[src/rtl/bp_pkg.sv]
// bp_pkg: shared types, widths and counter helper for the BHT port scheduler
// Widths: BP_IDX_W table index bits (from BHT_IDX_WIDTH), BP_CTR_W counter bits
`ifndef BHT_IDX_WIDTH
`define BHT_IDX_WIDTH 4
`endif
package bp_pkg;
    localparam int BP_IDX_W = `BHT_IDX_WIDTH;
    localparam int BP_CTR_W = 2;
    typedef enum logic {INIT, RUN} sched_state_e;
    typedef struct packed {
        logic [BP_IDX_W-1:0] idx;
        logic                taken;
        logic [BP_CTR_W-1:0] ctr;
    } upd_entry_t;
    function automatic logic [BP_CTR_W-1:0] ctr_sat_update(input logic [BP_CTR_W-1:0] ctr, input logic taken);
        return taken ? (&ctr ? ctr : ctr + BP_CTR_W'(1)) : (|ctr ? ctr - BP_CTR_W'(1) : ctr);
    endfunction
endpackage

[src/rtl/bp_sync_fifo.sv]
// bp_sync_fifo: synchronous FIFO of arbitrary entry type, power-of-two depth
// Ports: clk_i/rst_i clock and sync reset, push_i/din_i write side, pop_i/dout_o
// read side (dout_o is the head entry), full_o/empty_o/count_o occupancy
module bp_sync_fifo #(
    parameter type T = logic,
    parameter int DEPTH = 4
) (
    input  logic                     clk_i,
    input  logic                     rst_i,
    input  logic                     push_i,
    input  T                         din_i,
    input  logic                     pop_i,
    output T                         dout_o,
    output logic                     full_o,
    output logic                     empty_o,
    output logic [$clog2(DEPTH):0]   count_o
);
    localparam int AW = $clog2(DEPTH);
    T mem_q [DEPTH];
    T mem_d [DEPTH];
    logic [AW-1:0] wr_q, wr_d, rd_q, rd_d;
    logic [AW:0] cnt_q, cnt_d;
    logic do_push, do_pop;
    always_comb begin
        full_o = cnt_q == (AW+1)'(DEPTH);
        empty_o = cnt_q == '0;
        count_o = cnt_q;
        dout_o = mem_q[rd_q];
        do_push = push_i & ~full_o;
        do_pop = pop_i & ~empty_o;
        mem_d = mem_q;
        if (do_push) mem_d[wr_q] = din_i;
        wr_d = do_push ? wr_q + AW'(1) : wr_q;
        rd_d = do_pop ? rd_q + AW'(1) : rd_q;
        cnt_d = cnt_q + (AW+1)'(do_push) - (AW+1)'(do_pop);
    end
    always_ff @(posedge clk_i) begin
        mem_q <= mem_d;
        if (rst_i) begin
            wr_q <= '0;
            rd_q <= '0;
            cnt_q <= '0;
        end else begin
            wr_q <= wr_d;
            rd_q <= rd_d;
            cnt_q <= cnt_d;
        end
    end
endmodule

[src/rtl/bht_port_sched.sv]
// bht_port_sched: shares one sync-read BHT port between lookups and buffered updates, clears the table after reset
// Ports: clk_i/rst_i clock and sync active-high reset; lookup_* fetch request
// (ready is combinational); pred_* prediction one cycle after an accepted lookup;
// upd_* commit-side update push into the FIFO; tbl_* table RAM port;
// init_done_o high once the clearing sweep is complete
module bht_port_sched
    import bp_pkg::*;
#(
    parameter int FIFO_DEPTH = 4,
    parameter int STARVE_MAX = 8,
    parameter logic [BP_CTR_W-1:0] INIT_CTR = '0
) (
    input  logic                clk_i,
    input  logic                rst_i,
    input  logic                lookup_valid_i,
    input  logic [BP_IDX_W-1:0] lookup_idx_i,
    output logic                lookup_ready_o,
    output logic                pred_valid_o,
    output logic                pred_taken_o,
    output logic [BP_CTR_W-1:0] pred_ctr_o,
    input  logic                upd_valid_i,
    input  logic [BP_IDX_W-1:0] upd_idx_i,
    input  logic                upd_taken_i,
    input  logic [BP_CTR_W-1:0] upd_ctr_i,
    output logic                upd_ready_o,
    output logic                tbl_en_o,
    output logic                tbl_we_o,
    output logic [BP_IDX_W-1:0] tbl_idx_o,
    output logic [BP_CTR_W-1:0] tbl_wdata_o,
    input  logic [BP_CTR_W-1:0] tbl_rdata_i,
    output logic                init_done_o
);
    localparam int SW = $clog2(STARVE_MAX + 1);
    sched_state_e state_q, state_d;
    logic [BP_IDX_W-1:0] sweep_q, sweep_d;
    logic [SW-1:0] starve_q, starve_d;
    logic init_done_q, init_done_d, pred_valid_q, pred_valid_d;
    logic run, init, force_upd, rd, pop, push;
    logic fifo_full, fifo_empty;
    logic [$clog2(FIFO_DEPTH):0] fifo_cnt;
    upd_entry_t push_e, head;
    assign push_e = '{idx: upd_idx_i, taken: upd_taken_i, ctr: upd_ctr_i};
    bp_sync_fifo #(.T(upd_entry_t), .DEPTH(FIFO_DEPTH)) u_fifo (
        .clk_i   (clk_i),
        .rst_i   (rst_i),
        .push_i  (push),
        .din_i   (push_e),
        .pop_i   (pop),
        .dout_o  (head),
        .full_o  (fifo_full),
        .empty_o (fifo_empty),
        .count_o (fifo_cnt)
    );
    // every output is forced low while reset is held, even mid-operation
    always_comb begin
        run = (state_q == RUN) & ~rst_i;
        init = (state_q == INIT) & ~rst_i;
        force_upd = run & (fifo_full | (fifo_cnt != '0 && starve_q == SW'(STARVE_MAX)));
        rd = run & ~force_upd & lookup_valid_i;
        pop = run & ~fifo_empty & (force_upd | ~lookup_valid_i);
        lookup_ready_o = run & ~force_upd;
        upd_ready_o = run & ~fifo_full;
        push = upd_valid_i & upd_ready_o;
        tbl_en_o = init | rd | pop;
        tbl_we_o = init | pop;
        tbl_idx_o = init ? sweep_q : pop ? head.idx : rd ? lookup_idx_i : '0;
        tbl_wdata_o = init ? INIT_CTR : pop ? ctr_sat_update(head.ctr, head.taken) : '0;
        init_done_o = init_done_q & ~rst_i;
        pred_valid_o = pred_valid_q & ~rst_i;
        pred_ctr_o = pred_valid_o ? tbl_rdata_i : '0;
        pred_taken_o = pred_ctr_o[BP_CTR_W-1];
        state_d = (init && &sweep_q) ? RUN : state_q;
        sweep_d = init ? sweep_q + BP_IDX_W'(1) : sweep_q;
        init_done_d = init_done_q | (init && &sweep_q);
        pred_valid_d = rd;
        starve_d = (fifo_empty | pop) ? '0 : starve_q == SW'(STARVE_MAX) ? starve_q : starve_q + SW'(1);
    end
    always_ff @(posedge clk_i) begin
        if (rst_i) begin
            state_q <= INIT;
            sweep_q <= '0;
            starve_q <= '0;
            init_done_q <= 1'b0;
            pred_valid_q <= 1'b0;
        end else begin
            state_q <= state_d;
            sweep_q <= sweep_d;
            starve_q <= starve_d;
            init_done_q <= init_done_d;
            pred_valid_q <= pred_valid_d;
        end
    end
endmodule

[config.mk]
export PLATFORM = sky130hd
export DESIGN_NAME = bht_port_sched
export DESIGN_NICKNAME = d
export VERILOG_FILES = /design/src/rtl/bp_pkg.sv /design/src/rtl/bp_sync_fifo.sv /design/src/rtl/bht_port_sched.sv
export SDC_FILE = /design/constraint.sdc
export NUM_CORES = 1
export LEC_CHECK = 0
export CORE_ASPECT_RATIO = 0.6
export CORE_MARGIN = 3
export CORE_UTILIZATION = 53
export DETAILED_ROUTE_END_ITERATION = 10
export GPL_TIMING_DRIVEN = 0
export PLACE_DENSITY = 0.87
export SLEW_MARGIN = 20
export SYNTH_ARGS = -nofsm -noshare
export SYNTH_HDL_FRONTEND = slang
export SYNTH_SLANG_ARGS = --single-unit
[constraint.sdc]
create_clock -name clk_i -period 3.3 [get_ports clk_i]
set_clock_uncertainty 0.1 [all_clocks]
set_input_delay 0.66 -clock clk_i [delete_from_list [all_inputs] [get_ports clk_i]]
set_output_delay 0.66 -clock clk_i [all_outputs]
set_load 0.1 [all_outputs]
=== Word level (Yosys, flattened, before mapping) ===
Index checks and enable logic that the tools add are counted.

* Register bits: 46
* Input bits: 17
* Output and inout bits: 15
* Word-level logic and storage cells: 85

* Add/subtract/negate cells: 8
* Magnitude comparators: 3
* Eq/ne operators: 2
* Muxes and demuxes: 15
* Bitwise operators: 28
* Reductions and logical operators: 9

{| class="wikitable"
|+ Operators by type and width
! cell !! count
|-
| $bwmux W28 || 1
|-
| $mux W7 || 3
|-
| $bmux W7 S2 || 1
|-
| $demux W7 S2 || 1
|-
| $and A1 B1 Y1 || 13
|-
| $mux W2 || 6
|-
| $mux W4 || 3
|-
| $add A4 B1 Y4 const B || 2
|-
| $or A1 B1 Y1 || 7
|-
| $add A2 B1 Y2 const B || 3
|-
| $ge A3 B3 Y1 const B || 2
|-
| $not A1 Y1 || 6
|-
| $not A2 Y3 || 2
|-
| $eq A4 B4 Y1 const B || 1
|-
| $reduce_and A4 Y1 || 1
|-
| $reduce_or A2 Y1 || 2
|-
| $add A3 B1 Y3 || 1
|-
| $eq A3 B3 Y1 const B || 1
|-
| $logic_and A1 B1 Y1 || 3
|-
| $logic_not A3 Y1 || 1
|-
| $lt A3 B1 Y1 const B || 1
|-
| $reduce_bool A3 Y1 || 1
|-
| $sub A3 B1 Y3 || 1
|-
| $reduce_and A2 Y1 || 1
|-
| $sub A2 B1 Y2 const B || 1
|}

=== Longest topological paths before layout ===
* Depth in word-level cells: 10
* Depth in mapped cells: 12
* Depth with buffers taken out: 12

=== Modules after synthesis ===
Synthesis repeated with hierarchy kept, for this count alone.

* Cell total of the unflattened synthesis: 171
* Area, all modules: 2112.0 um^2

{| class="wikitable"
|+ By module, submodules not included
! module !! times used !! cells an instance !! area each (um^2) !! sequential area each (um^2)
|-
| bp_sync_fifo || 1 || 84 || 1441.4 || 980.9
|-
| bht_port_sched || 1 || 87 || 670.6 || 220.2
|}

=== Worst setup path before layout ===
No wires, ideal clock.

* Path kind: input port to output port
* From: input port rst_i
* To: output port tbl_en_o
* Data arrival time: 3832 ps
* Data required time: 2540 ps
* Path slack: -1292 ps
* Stages: 3
* Path buffers: 1
* Path through: clkbuf_2 > o21ai_0 > or2_1

* Longest elaborated chain between the ends: 8
* Elaborated cells on any way between the ends: 12
* Classes of those cells: 12 x bitwise

{| class="wikitable"
|+ Ends and longest elaborated chain
! what !! RTL line !! RTL
|-
| from (decl) || bht_port_sched.sv:14 || <nowiki>input logic rst_i,</nowiki>
|-
| $not A1 Y1 * || bht_port_sched.sv:56, bht_port_sched.sv:57 ||
|-
| $and A1 B1 Y1 || bht_port_sched.sv:56 || <nowiki>run = (state_q == RUN) & ~rst_i;</nowiki>
|-
| $and A1 B1 Y1 || bht_port_sched.sv:58 || <nowiki>force_upd = run & (fifo_full | (fifo_cnt != '0 && starve_q == SW'(STARVE_MAX)));</nowiki>
|-
| $not A1 Y1 || bht_port_sched.sv:59 || <nowiki>rd = run & ~force_upd & lookup_valid_i;</nowiki>
|-
| $and A1 B1 Y1 (2 in series) || bht_port_sched.sv:59 ||
|-
| $or A1 B1 Y1 || bht_port_sched.sv:64 || <nowiki>tbl_en_o = init | rd | pop;</nowiki>
|-
| $or A1 B1 Y1 * || bht_port_sched.sv:64 ||
|-
| to (decl) || bht_port_sched.sv:26 || <nowiki>output logic tbl_en_o,</nowiki>
|}

Mark *: on every way between the ends. The rest lies on a longest branch, timed or not.

=== Worst setup path in the final report ===
* From: input port tbl_rdata_i[1]
* To: output port pred_ctr_o[1]

* Longest elaborated chain between the ends: 1

{| class="wikitable"
|+ Ends and longest elaborated chain
! what !! RTL line !! RTL
|-
| from (decl) || bht_port_sched.sv:30 || <nowiki>input logic [BP_CTR_W-1:0] tbl_rdata_i,</nowiki>
|-
| $mux W2 || bht_port_sched.sv:70 || <nowiki>pred_ctr_o = pred_valid_o ? tbl_rdata_i : '0;</nowiki>
|-
| to (decl) || bht_port_sched.sv:20 || <nowiki>output logic [BP_CTR_W-1:0] pred_ctr_o,</nowiki>
|}

Every way passes these cells.

==> impl_metrics.py <==
metrics = {
    "run_status": {
        "status": "finished, final reports clean",
    },
    "synth": {
        "ys_ff_latch": 46,
        "ys.flop_type": "edfxtp_1",
        "synthXorXnorAreaFrac_pct": 4.09,
        "synthAdderAreaFrac_pct": 6.19,
        "synth.area.mux_share_pct": 8.76,
        "synth_warnings": 0,
        "yosys.area_share.simple_pct": 12.4,
        "syn_area_per_cell_um2": 13.7,
        "yosysUniqueCellTypes": 43,
        "synthArstFlopShare_pct": 0,
        "syn_nets": 184,
        "ys_seq_area_share_pct": 56.0,
        "syn_area_um2": 2140,
        "synth_top_family_by_area": "simple AND/OR/NAND/NOR gates",
        "synth_edf_count": 28,
        "synth_compound_area_share_pct": 7.24,
        "syn_inst": 157,
    },
    "clock_network": {
        "clk_latency_ns": 0.30,
        "holdBufCountCts": 0,
        "cts.htree.levels": 2,
        "path_clk_slew_ns": 0.08,
        "cts-root-buf": "clkbuf_8",
        "cts_sinks": 46,
        "cts_buffers": 5,
        "post_cts_buffers": 0,
        "cts_buffer_depth": 2,
        "cts_tree": "done",
    },
    "sta": {
        "fmaxAchievable_ghz": 0.311,
        "fin_crit_sh_pct": 97.4,
        "fin_ws_ns": 0.0854,
        "fin_crit_ns": 3.21,
        "finalHoldViolations": 0,
        "setup_viol": 0,
        "hold_ws_ns": 0.409,
        "grt_setup_unrepaired": "false",
        "drv_slew": 0,
        "slew_headroom_pct": 31.9,
        "tns_ns": 0,
        "worst_pin_slew_ns": 1.02,
    },
    "worst_setup_path": {
        "worst_r2r_endpoint": "u_fifo.count_o[2]$_SDFF_PP0_",
        "cpMostUsedCell": "clkdlybuf4s50_1",
        "startpoint": "tbl_rdata_i[1]",
        "worstSetupEndpoint": "pred_ctr_o[1]",
        "slowest_stage": "clkdlybuf4s50_1",
        "cpPeakStageDelay_ns": 1.12,
        "critical_path_class": "input port to output pin",
        "path_cells": "clkdlybuf4s50_1, and2_2, buf_4, clkdlybuf4s50_1",
        "rr_startpoint": "starve_q[0]$_SDFFE_PP0N_",
        "critPathCaptureType": "output pin",
        "crit_cells": 4,
        "start_kind": "input port",
        "rr_worst_depth": 12,
        "crit_fanout": 2,
        "worst-path-buf-inv": 3,
        "arrival_ns": 2.45,
        "r2r_slack_ns": 0.60,
        "cp.required_ns": 2.54,
        "cpLargestDelayFamily": "buffers and inverters",
    },
    "floorplan": {
        "initial_core_util_pct": 56.9,
        "die_y_um": 55.3,
        "rows": 17,
        "ioPinCount": 32,
        "core_um2": 3760,
        "die_x_um": 88.1,
        "die_area_um2": 4870,
    },
    "power_and_ir_drop": {
        "ir_drop_mv": 0.172,
        "p_leak_uw": 0.000978,
        "power_density_nw_per_um2": 396,
    },
    "placed_design": {
        "dp_slack_ns": -0.464,
        "dp.final_hpwl_mm": 2.98,
        "place_congestion": 0.828,
        "port_buffers": 30,
    },
    "drt": {
        "drc": 0,
        "vias_per_cell": 5.48,
        "routed_wl_mm": 3.92,
        "first_iter_violations": 33,
        "dr_total_vias": 1326,
        "detail-route-antenna-nets": 0,
        "post_drt_wl_per_cell_um": 16.2,
        "drtPass1Iterations": 4,
    },
    "worst_hold_path": {
        "hp-class": "flop to flop",
    },
    "global_route": {
        "grt_overflow_total": 0,
        "grt_usage_pct": 17.7,
        "grt_max_degree": 14,
        "grt_pass1_vias": 1354,
        "grt_pass1_wl_mm": 6.34,
        "antenna_found_initial": 0,
    },
    "finish": {
        "nNetsFinal": 221,
        "drive_gt1_share_pct": 23.1,
        "area_growth_pct": 21.4,
        "diodes": 0,
    },
    "flow_run": {
        "cap_violations": 0,
    },
}
sequential cells by signal, summed over array words and instances (netlist names):
signal	count
u_fifo.mem_q	28
pred_valid_q	1
sweep_q	4
starve_q	4
state_q	1
u_fifo.wr_q	2
u_fifo.rd_q	2
u_fifo.count_o	3
init_done_q	1
layout make-up:
class	count	area [um^2]
flip-flops and latches	46	1200
fillers	267	1160
multi-input cells	93	873
repair buffers	30	259
clock buffers	8	90.1
plain buffers	8	77.6
well taps	47	58.8
inverters	10	42.5
worst register-to-register path: stages (launching register included):
cell      delay [ns]
dfxtp_1         0.33
inv_1           0.11
ha_1            0.20
nand3b_1        0.13
a311o_4         0.48
inv_6           0.11
ha_1            0.13
inv_1           0.04
ha_1            0.19
fa_1            0.38
xnor2_1         0.18
xnor2_1         0.14
nor2_1          0.05
cells in the mapped netlist, drive strengths merged, types with 3 or more instances:
master	n	area share (%)
inv	9	1.8
xnor2	7	2.9
o21ai	4	0.93
ha	9	5.3
a21o	4	1.4
mux4	7	7.4
nand2	5	1.2
nor2b	5	1.5
a21oi	3	0.70
mux2i	3	1.4
and2	7	2.0
nor2	13	2.3
buf	6	2.5
edfxtp	28	39
xor2	3	1.2
dfxtp	18	17
a22o	4	1.6
cells in the final DEF (no fill, tap or decap), drive strengths merged, types with 5 or more instances in the layout:
cell,Yosys,routed
edfxtp,28,28
clkdlybuf4s50,0,21
dfxtp,18,18
nor2,13,13
clkbuf,2,13
buf,6,11
ha,9,9
inv,9,9
mux4,7,7
xnor2,7,7
and2,7,7
nand2,5,5
nor2b,5,5
per-stage QoR:
step	power, uW	cells	area (um^2)	utilization (%)
3_5_place_dp	703	234	2550	67.8
4_1_cts	1040	242	2650	70.3
5_1_grt	1060	242	2600	69.1
6_report	1030	242	2600	69.1
3_3_place_gp	700	234	2550	67.8
2_1_floorplan	670	157	2190	-
kinds of logic after synthesis:
group           after synthesis
compound gates               20
xor+xnor                     10
fa+ha+maj                    10
buf+inv                      18
flops                        46
mux                          10
simple gates                 43
report_power, final:
| group | internal [uW] | switching [uW] | total, uW |
|---|---|---|---|
| Combinational | 29.0 | 42.8 | 71.8 |
| Clock | 171 | 174 | 345 |
| Sequential | 611 | 4.15 | 615 |
| Total | 810 | 221 | 1030 |
worst min-delay path by stage:
| stage | startpoint | to | slack [ns] | cells after the start |
|---|---|---|---|---|
| finish | starve_q[1]$_SDFFE_PP0N_ | starve_q[1]$_SDFFE_PP0N_ | 0.41 | 2 |
| detailed placement | starve_q[1]$_SDFFE_PP0N_ | starve_q[1]$_SDFFE_PP0N_ | 0.39 | 2 |
| floorplan | starve_q[1]$_SDFFE_PP0N_ | starve_q[1]$_SDFFE_PP0N_ | 0.36 | 2 |
| global placement | starve_q[1]$_SDFFE_PP0N_ | starve_q[1]$_SDFFE_PP0N_ | 0.38 | 2 |
| global route | starve_q[1]$_SDFFE_PP0N_ | starve_q[1]$_SDFFE_PP0N_ | 0.44 | 2 |
| CTS | starve_q[1]$_SDFFE_PP0N_ | starve_q[1]$_SDFFE_PP0N_ | 0.41 | 2 |
timing repair:
action | CTS | global route
pin swaps | 0 | 0
gates resized for setup | 21 | 14
endpoints found under the setup margin | 9 | 8
cloned | 0 | 0
per-layer routing:
metal,vias to the layer above,track usage (%),part of all wire (%)
met5,-,0,0
met4,0,8.41,2.5
met3,11,5.22,6.1
met2,44,28.0,48
met1,636,22.4,43
li1,635,-,-
Power figures use the tool's default switching activity.
